### src/rtl/datapath_sequencer.sv
// datapath_sequencer: multi-cycle command sequencer for the regfile/ALU/RAM
// datapath. Accepts one command in IDLE, then walks EXEC/MEM/WB/DONE while
// driving registered datapath controls decoded from the captured command.
module datapath_sequencer #(
  parameter int RAM_WAIT = 2
) (
  input  logic       i_clock,
  input  logic       i_reset,
  input  logic       i_cmd_valid,
  output logic       o_cmd_ready,
  input  logic [1:0] i_cmd_op,
  input  logic [4:0] i_cmd_rd,
  input  logic [4:0] i_cmd_ra,
  input  logic [4:0] i_cmd_rb,
  input  logic [5:0] i_cmd_fn,
  input  logic       i_cmd_cin,
  input  logic [5:0] i_cmd_imm,
  input  logic       i_cmd_use_imm,
  input  logic       i_status_in,
  output logic [4:0] o_readA,
  output logic [4:0] o_readB,
  output logic [4:0] o_writeReg,
  output logic       o_write,
  output logic [5:0] o_sel,
  output logic       o_cin,
  output logic       o_muxSel,
  output logic [5:0] o_imm,
  output logic       o_writeRam,
  output logic       o_wbSel,
  output logic       o_busy,
  output logic       o_done,
  output logic       o_status_q
);

  // A wait of 0 is meaningless for the negedge-registered RAM read; clamp to 1.
  localparam int RW_EFF = (RAM_WAIT < 1) ? 1 : RAM_WAIT;
  localparam int CW     = (RW_EFF > 1) ? $clog2(RW_EFF) : 1;

  localparam logic [1:0] OP_ALU   = 2'b00;
  localparam logic [1:0] OP_LOAD  = 2'b01;
  localparam logic [1:0] OP_STORE = 2'b10;
  localparam logic [1:0] OP_NOP   = 2'b11;

  typedef enum logic [2:0] {S_IDLE, S_EXEC, S_MEM, S_WB, S_DONE} state_t;

  state_t          r_state;
  logic [CW-1:0]   r_cnt;
  logic [1:0]      r_op;
  logic [4:0]      r_rd, r_ra, r_rb;
  logic [5:0]      r_fn, r_imm;
  logic            r_cin, r_use_imm;
  logic            r_status_q;
  logic            r_cmd_ready, r_busy, r_done, r_write, r_writeRam, r_wbSel;
  logic            r_cin_o, r_muxSel;
  logic [4:0]      r_readA, r_readB, r_writeReg;
  logic [5:0]      r_sel, r_imm_o;

  state_t          w_nxt_state;
  logic [CW-1:0]   w_nxt_cnt;
  logic            w_accept;
  logic [1:0]      w_op;
  logic [4:0]      w_rd, w_ra, w_rb;
  logic [5:0]      w_fn, w_imm;
  logic            w_cin, w_use_imm;
  logic            w_active, w_store;
  logic            w_nxt_status_q;

  // Next state and the command that will be in force in that state.
  always_comb begin
    w_accept    = i_cmd_valid && (r_state == S_IDLE);
    w_op        = w_accept ? i_cmd_op      : r_op;
    w_rd        = w_accept ? i_cmd_rd      : r_rd;
    w_ra        = w_accept ? i_cmd_ra      : r_ra;
    w_rb        = w_accept ? i_cmd_rb      : r_rb;
    w_fn        = w_accept ? i_cmd_fn      : r_fn;
    w_cin       = w_accept ? i_cmd_cin     : r_cin;
    w_imm       = w_accept ? i_cmd_imm     : r_imm;
    w_use_imm   = w_accept ? i_cmd_use_imm : r_use_imm;
    w_nxt_state = r_state;
    w_nxt_cnt   = r_cnt;
    case (r_state)
      S_IDLE: if (w_accept) w_nxt_state = S_EXEC;
      S_EXEC: begin
        case (r_op)
          OP_ALU:   w_nxt_state = S_WB;
          OP_LOAD:  begin w_nxt_state = S_MEM; w_nxt_cnt = CW'(RW_EFF - 1); end
          OP_STORE: w_nxt_state = S_MEM;
          default:  w_nxt_state = S_DONE;
        endcase
      end
      S_MEM: begin
        if (r_op == OP_STORE)  w_nxt_state = S_DONE;
        else if (r_cnt == '0) w_nxt_state = S_WB;
        else                  w_nxt_cnt   = r_cnt - CW'(1);
      end
      S_WB:    w_nxt_state = S_DONE;
      S_DONE:  w_nxt_state = S_IDLE;
      default: w_nxt_state = S_IDLE;
    endcase
    w_active = (w_nxt_state == S_EXEC) || (w_nxt_state == S_MEM) || (w_nxt_state == S_WB);
    w_store  = (w_op == OP_STORE);
    // Status is sampled on the edge leaving EXEC, so it reflects this command's ALU op.
    w_nxt_status_q = ((r_state == S_EXEC) && (r_op != OP_NOP)) ? i_status_in : r_status_q;
  end

  // State, captured command and registered outputs; reset aborts everything at once.
  always_ff @(posedge i_clock or posedge i_reset) begin
    if (i_reset) begin
      r_state     <= S_IDLE;
      r_cnt       <= '0;
      r_op        <= '0;
      r_rd        <= '0;
      r_ra        <= '0;
      r_rb        <= '0;
      r_fn        <= '0;
      r_cin       <= 1'b0;
      r_imm       <= '0;
      r_use_imm   <= 1'b0;
      r_status_q  <= 1'b0;
      r_cmd_ready <= 1'b1;
      r_busy      <= 1'b0;
      r_done      <= 1'b0;
      r_write     <= 1'b0;
      r_writeRam  <= 1'b0;
      r_wbSel     <= 1'b0;
      r_readA     <= '0;
      r_readB     <= '0;
      r_writeReg  <= '0;
      r_sel       <= '0;
      r_cin_o     <= 1'b0;
      r_muxSel    <= 1'b0;
      r_imm_o     <= '0;
    end else begin
      r_state     <= w_nxt_state;
      r_cnt       <= w_nxt_cnt;
      r_op        <= w_op;
      r_rd        <= w_rd;
      r_ra        <= w_ra;
      r_rb        <= w_rb;
      r_fn        <= w_fn;
      r_cin       <= w_cin;
      r_imm       <= w_imm;
      r_use_imm   <= w_use_imm;
      r_status_q  <= w_nxt_status_q;
      r_cmd_ready <= (w_nxt_state == S_IDLE);
      r_busy      <= (w_nxt_state != S_IDLE);
      r_done      <= (w_nxt_state == S_DONE);
      r_write     <= (w_nxt_state == S_WB);
      r_writeRam  <= (w_nxt_state == S_MEM) && w_store;
      r_wbSel     <= (w_nxt_state == S_WB) && (w_op == OP_LOAD);
      r_writeReg  <= (w_nxt_state == S_WB) ? w_rd : 5'd0;
      // STORE reads the data register on port A and always addresses via the immediate.
      r_readA     <= w_active ? (w_store ? w_rd : w_ra) : 5'd0;
      r_readB     <= w_active ? w_rb : 5'd0;
      r_sel       <= w_active ? w_fn : 6'd0;
      r_cin_o     <= w_active && w_cin;
      r_muxSel    <= w_active && (w_store || w_use_imm);
      r_imm_o     <= w_active ? w_imm : 6'd0;
    end
  end

  assign o_cmd_ready = r_cmd_ready;
  assign o_busy      = r_busy;
  assign o_done      = r_done;
  assign o_write     = r_write;
  assign o_writeRam  = r_writeRam;
  assign o_wbSel     = r_wbSel;
  assign o_status_q  = r_status_q;
  assign o_readA     = r_readA;
  assign o_readB     = r_readB;
  assign o_writeReg  = r_writeReg;
  assign o_sel       = r_sel;
  assign o_cin       = r_cin_o;
  assign o_muxSel    = r_muxSel;
  assign o_imm       = r_imm_o;

endmodule

### config.mk
export PLATFORM = sky130hd
export DESIGN_NAME = datapath_sequencer
export DESIGN_NICKNAME = d
export VERILOG_FILES = /design/src/rtl/datapath_sequencer.sv
export SDC_FILE = /design/constraint.sdc
export NUM_CORES = 1
export LEC_CHECK = 0
export CORE_MARGIN = 10
export CORE_UTILIZATION = 45
export CTS_BUF_LIST = sky130_fd_sc_hd__clkbuf_2
export DETAILED_ROUTE_END_ITERATION = 12
export PLACE_DENSITY = 0.74
export SYNTH_ARGS = -nofsm -noshare
export SYNTH_HDL_FRONTEND = slang
export SYNTH_SLANG_ARGS = --single-unit
### constraint.sdc
create_clock -name i_clock -period 4.9 [get_ports i_clock]
set_clock_uncertainty 0.15 [all_clocks]
set_input_delay 1.47 -clock i_clock [delete_from_list [all_inputs] [get_ports i_clock]]
set_output_delay 1.47 -clock i_clock [all_outputs]
set_load 0.05 [all_outputs]
==> results.yml <==
run_status:
  status: "finished clean"
synthesis:
  synth.distinct_cells: 32
  yosysSeqAreaShare_pct: 62.7
  synthFlopType: "dfrtp_1"
  yosysWarnings: 0
  synth.cell_area_mm2: 0.00283
  syn_nets: 236
  synth_top_area_share_pct: 61.8
  synth_most_common_cell: "dfrtp_1"
  ys_ff_latch: 71
  synth_edf_count: 0
  syn_area_per_cell_um2: 14.1
  synth-async-reset-ratio_pct: 100
  synth_largest_area_cell: "dfrtp_1"
  synth_commonest_cells: "dfrtp_1 (70), mux2_2 (28), nor2b_1 (20)"
  synth_area_leaders: "dfrtp_1 (62%), mux2_2 (11%), nor2b_1 (4.4%)"
  syn_inst: 201
clock_network:
  clk_pin_slew_ns: 0.20
  h-tree-depth: 3
  clockRootBuffer: "clkbuf_2"
  clk_path_buf_depth: 2
  numCtsBuffers: 9
  cts_post_setup_buffers_inserted: 0
  numClockSinks: 71
  cts_resized: 0
  cts_tree: "built"
  worstSkewPairLatency_ns: 0.49
  cts_hold_buffers: 0
die:
  core_region_area_mm2: 0.00603
  pin_count: 71
  dieArea_mm2: 0.00987
  die_w_um: 99.4
  core.rowCount: 28
  fp.dieH_um: 99.4
  start_util_pct: 47.0
setup_path:
  required_ns: 3.28
  crit_buf_inv: 1
  critPathMaxStageDelay_ns: 0.80
  cp-start-kind: "flop"
  crit_family: "buffers and inverters"
  slowest_stage: "clkdlybuf4s50_1"
  cp-end-kind: "output port"
  crit_chain: "clkdlybuf4s50_1"
  critical_path_class: "reg -> out"
  cp.arrival_ns: 1.84
  crit_fanout: 1
final_layout:
  final_nets: 309
  drive_gt1_share_pct: 20.8
  area_growth_syn_to_layout_pct: 30.5
  antenna_cells: 0
  n_fill_cell: 482
timing:
  max_slew_margin_pct: 28.1
  finalMaxSlewViolations: 0
  hold_slack_ns: 0.359
  rsz0062_at_grt: "false"
  timing.fmax_mhz: 289
  layout_min_cycle_time_ns: 3.46
  hold_viol: 0
  finalWorstSetupSlack_ns: 1.44
  final.setup.tns_ns: 0
  worstMarginPinSlew_ns: 1.08
  finalSetupViolCount: 0
  fin_crit_sh_pct: 70.6
flow_run:
  drv_cap: 0
global_routing:
  grt_max_degree: 35
  grt_pass1_vias: 1937
  antenna_found_initial: 0
  global_route.overflow_total: 0
  grt_use_total_pct: 12.5
  grt_pass1_wl_mm: 9.85
routing:
  route.detailed.vias_per_inst: 4.92
  wl_per_cell_um: 16.9
  drc: 0
  drt-pass1-iter-count: 4
  antenna_left: 0
  drt_iter0_drc: 34
  vias: 1740
  wl_mm: 5.98
power:
  power.leakage_nw: 1.61
  vdd_drop_max_mv: 0.354
  p_total_w: 0.00266
  powerDensity_mw_per_mm2: 718
placement:
  hpwl_mm: 4.31
  place_ws_ns: 1.43
  place_congestion: 0.752
  portBuffers: 70
hold_path:
  min_path_type: "reg -> reg"
==> report_power, final <==
group | total (W) | leakage, nW | switching [W] | internal, W
logic | 0.00131 | 0.645 | 0.000778 | 0.000529
registers | 0.000966 | 0.883 | 0.000120 | 0.000846
clock network | 0.000383 | 0.0781 | 0.000214 | 0.000169
==> state kept, by name, summed over array words and instances, names as in the netlist, 3 cells and up <==
| signal | count |
|---|---|
| r_rd | 5 |
| o_writeReg | 5 |
| r_rb | 5 |
| r_imm | 6 |
| r_ra | 5 |
| o_imm | 6 |
| r_state | 3 |
| r_fn | 6 |
| o_sel | 6 |
| o_readA | 5 |
| o_readB | 5 |
==> cell usage in the layout (no fill, tap or decap), types with 3 or more instances in the layout <==
master	instances
a211oi_1	9
mux2_4	3
nand2_1	6
nor3_1	3
clkbuf_2	9
o21ai_0	3
buf_4	4
clkdlybuf4s50_1	70
dfrtp_1	70
inv_1	3
and2_1	5
a21oi_1	3
nor2b_1	20
nor3b_1	6
mux2_2	28
mux2i_1	5
nor2_1	7
nand2b_1	4
==> worst register-to-register path: cells and delay by family (launching register included) <==
family                 cells  cell delay (ns)
flip-flops                 1             0.57
AND/OR/NAND/NOR            2             0.50
multiplexers               1             0.40
buffers and inverters      1             0.36
==> layer usage <==
metal  part of all wire, %  GRT usage, %  vias up
met3                   7.5          4.50        6
li1                      -             -      833
met5                     0             0        -
met1                    43          15.1      856
met2                    49          19.5       45
met4                   1.3          5.95        0
==> kinds of logic (layout without fill, tap and decap cells) <==
| group | count (synthesis) | after routing | synth area share, % |
|---|---|---|---|
| AO/OA/AOI/OAI | 23 | 23 | 6.36 |
| buffers and inverters | 16 | 94 | 4.50 |
| flip-flops | 71 | 71 | 62.7 |
| multiplexers | 37 | 37 | 14.9 |
| AND/OR/NAND/NOR | 54 | 54 | 11.5 |
==> per-stage QoR <==
step | instance area [um2] | util [%] | cells
floorplan | 2830 | - | 201
global placement | 3560 | 59.0 | 338
detailed placement | 3560 | 59.0 | 338
CTS | 3700 | 61.4 | 354
global route | 3700 | 61.4 | 354
finish | 3700 | 61.4 | 354
==> final cells by class <==
class                   count  area [um2]  share of cell area (%)
multi-input cells         114         938                    25.4
clock buffers               9        45.0                    1.22
inverters                   4        15.0                   0.406
well taps                  75        93.8                    2.54
flip-flops and latches     71        1780                    48.1
repair buffers             74         731                    19.8
clock inverters             7        97.6                    2.64
==> path summary, 6_finish.rpt <==
kind	from	endpoint	slack, ns	depth (start not counted)
min reg2reg	r_imm[4]	r_imm[4]	0.36	1
max	o_cmd_ready	o_cmd_ready	1.44	1
min in group asynchronous	i_reset	o_readA[1]	1.12	2
max in group asynchronous	i_reset	o_cmd_ready	2.68	3
max reg2reg	r_state[0]	o_writeReg[1]	2.81	4
min	r_imm[4]	r_imm[4]	0.36	1
Power figures use the tool's default switching activity.
==> patch (same settings) <==
Put one more register stage on the output `o_status_q`, with the module's reset. The value now appears one clock later. The other outputs are not delayed to match.
--- a/src/rtl/datapath_sequencer.sv
+++ b/src/rtl/datapath_sequencer.sv
@@ -166,5 +166,11 @@
   assign o_writeRam  = r_writeRam;
   assign o_wbSel     = r_wbSel;
-  assign o_status_q  = r_status_q;
+  always_ff @(posedge i_clock or posedge i_reset) begin
+    if (i_reset) begin
+      o_status_q <= '0;
+    end else begin
+      o_status_q <= r_status_q;
+    end
+  end
   assign o_readA     = r_readA;
   assign o_readB     = r_readB;
Behaviour: not the same (Yosys sat finds a counterexample within 4 cycles, from zero or initial values and one cycle with i_reset high).
==> patch against the original RTL <==
Synthesized area grew 0.88%. Sequential cell count grew 1. Routed wire length fell by 3.1%. Utilization is 1.0 points lower. Critical endpoint unchanged. Highest routed layer unchanged. Power is 4.2% lower. Worst setup slack worse by 0.0085 ns. Register-to-register slack better by 0.02 ns. Cell area shrank 1.1%.
==> patch: results <==
[finish]
design.seq.count = 72
clkCellAreaFrac_pct = 2.29
fin_cells = 354
multi_input_area_share_pct = 25.7
buffers = 73
fillCellCount = 505
bufAreaShareNonClock_pct = 19.8
drive_above_1_share_pct = 19.7
regArea_sq_mm = 0.00180
antennaDiodeCount = 0
area.growth.synth_to_final_pct = 27.9

[status]
status = "finished clean"

[global_route]
grt_pass1_wl_microns = 9660
grt_antenna_before_repair = 0
grt_start_max_net_pins = 73
grtUsageMet1_pct = 14.3
first_global_vias = 1908
met2_usage_pct = 19.4
gr-usage-met3_pct = 4.29
grtUsageTotal_pct = 12.3

[clocking]
clock_latency_ns = 0.48
clockBufferDepth = 2
post_cts_buffers = 0
cts_resized = 0
clk_pin_slew_worst_paths_ns = 0.20
cts-root-buf = "clkbuf_2"

[detailed_routing]
drtIter0Drc = 61
met1_length_microns = 2330
viasPerCell = 4.94
wl_met3_microns = 456
met2_length_microns = 2900
first_pass_iters = 4
wirelength_microns = 5790

[place]
postPlaceCellArea_sq_mm = 0.00357
place_inst = 338
dp_slack_ns = 1.43
gp_congestion = 0.724
dp_hpwl_microns = 4030
port_buffers = 70

[power]
power_frac_comb_pct = 51.2
p_leak_nw = 1.59
clkPwrFrac_pct = 10.3
ir_drop_uv = 343
p_sw_mw = 1.10
powerClk_uw = 263

[synth]
synth_ff_type = "dfrtp_1"
ys_types = 32
syn_avg_cell_area_sq_um = 14.2
ys_seq_area_share_pct = 63.1
synth_commonest_cells = "dfrtp_1 (71), mux2_2 (28), nor2b_1 (20), a211oi_1 (9), nor2_1 (7)"
netlist_top_cells_area = "dfrtp_1 (62%), mux2_2 (11%), nor2b_1 (4.4%), a211oi_1 (2.4%), mux2i_1 (1.8%)"
syn-num-nets = 237

[timing]
tightestPinTransition_ns = 1.11
setup_tns_ns = 0
hold_slack_ns = 0.249
fin_crit_ns = 3.47

[worst_setup_path]
cp.arrival_ns = 1.85
slowest_stage = "clkdlybuf4s50_1"
r2r_slack_ns = 2.83
patch: changes by cell type in the layout (fill, tap and decap cells not counted), sizes merged:
cell	before	now
dfrtp	70	71
bufinv	2	0
clkinv	3	6
clkinvlp	2	1
buf	4	3
patch: cell families after synthesis:
group                  synth area share, %
and+or+nand+nor                       11.4
muxes                                 14.7
buffers and inverters                 4.46
AOI/OAI and AO/OA                     6.30
DFF                                   63.1
patch: path summary, 6_finish.rpt:
path | from | endpoint | cells past startpoint
max | o_cmd_ready$_DFF_PP1_ | o_cmd_ready | 1
min | r_status_q$_DFFE_PP0P_ | o_status_q$_DFF_PP0_ | 0
max reg2reg | r_state[0]$_DFF_PP0_ | o_imm[4]$_DFF_PP0_ | 2
min reg2reg | r_status_q$_DFFE_PP0P_ | o_status_q$_DFF_PP0_ | 0
max in group asynchronous | i_reset | r_op[1]$_DFF_PP0_ | 3
min in group asynchronous | i_reset | r_imm[1]$_DFF_PP0_ | 3
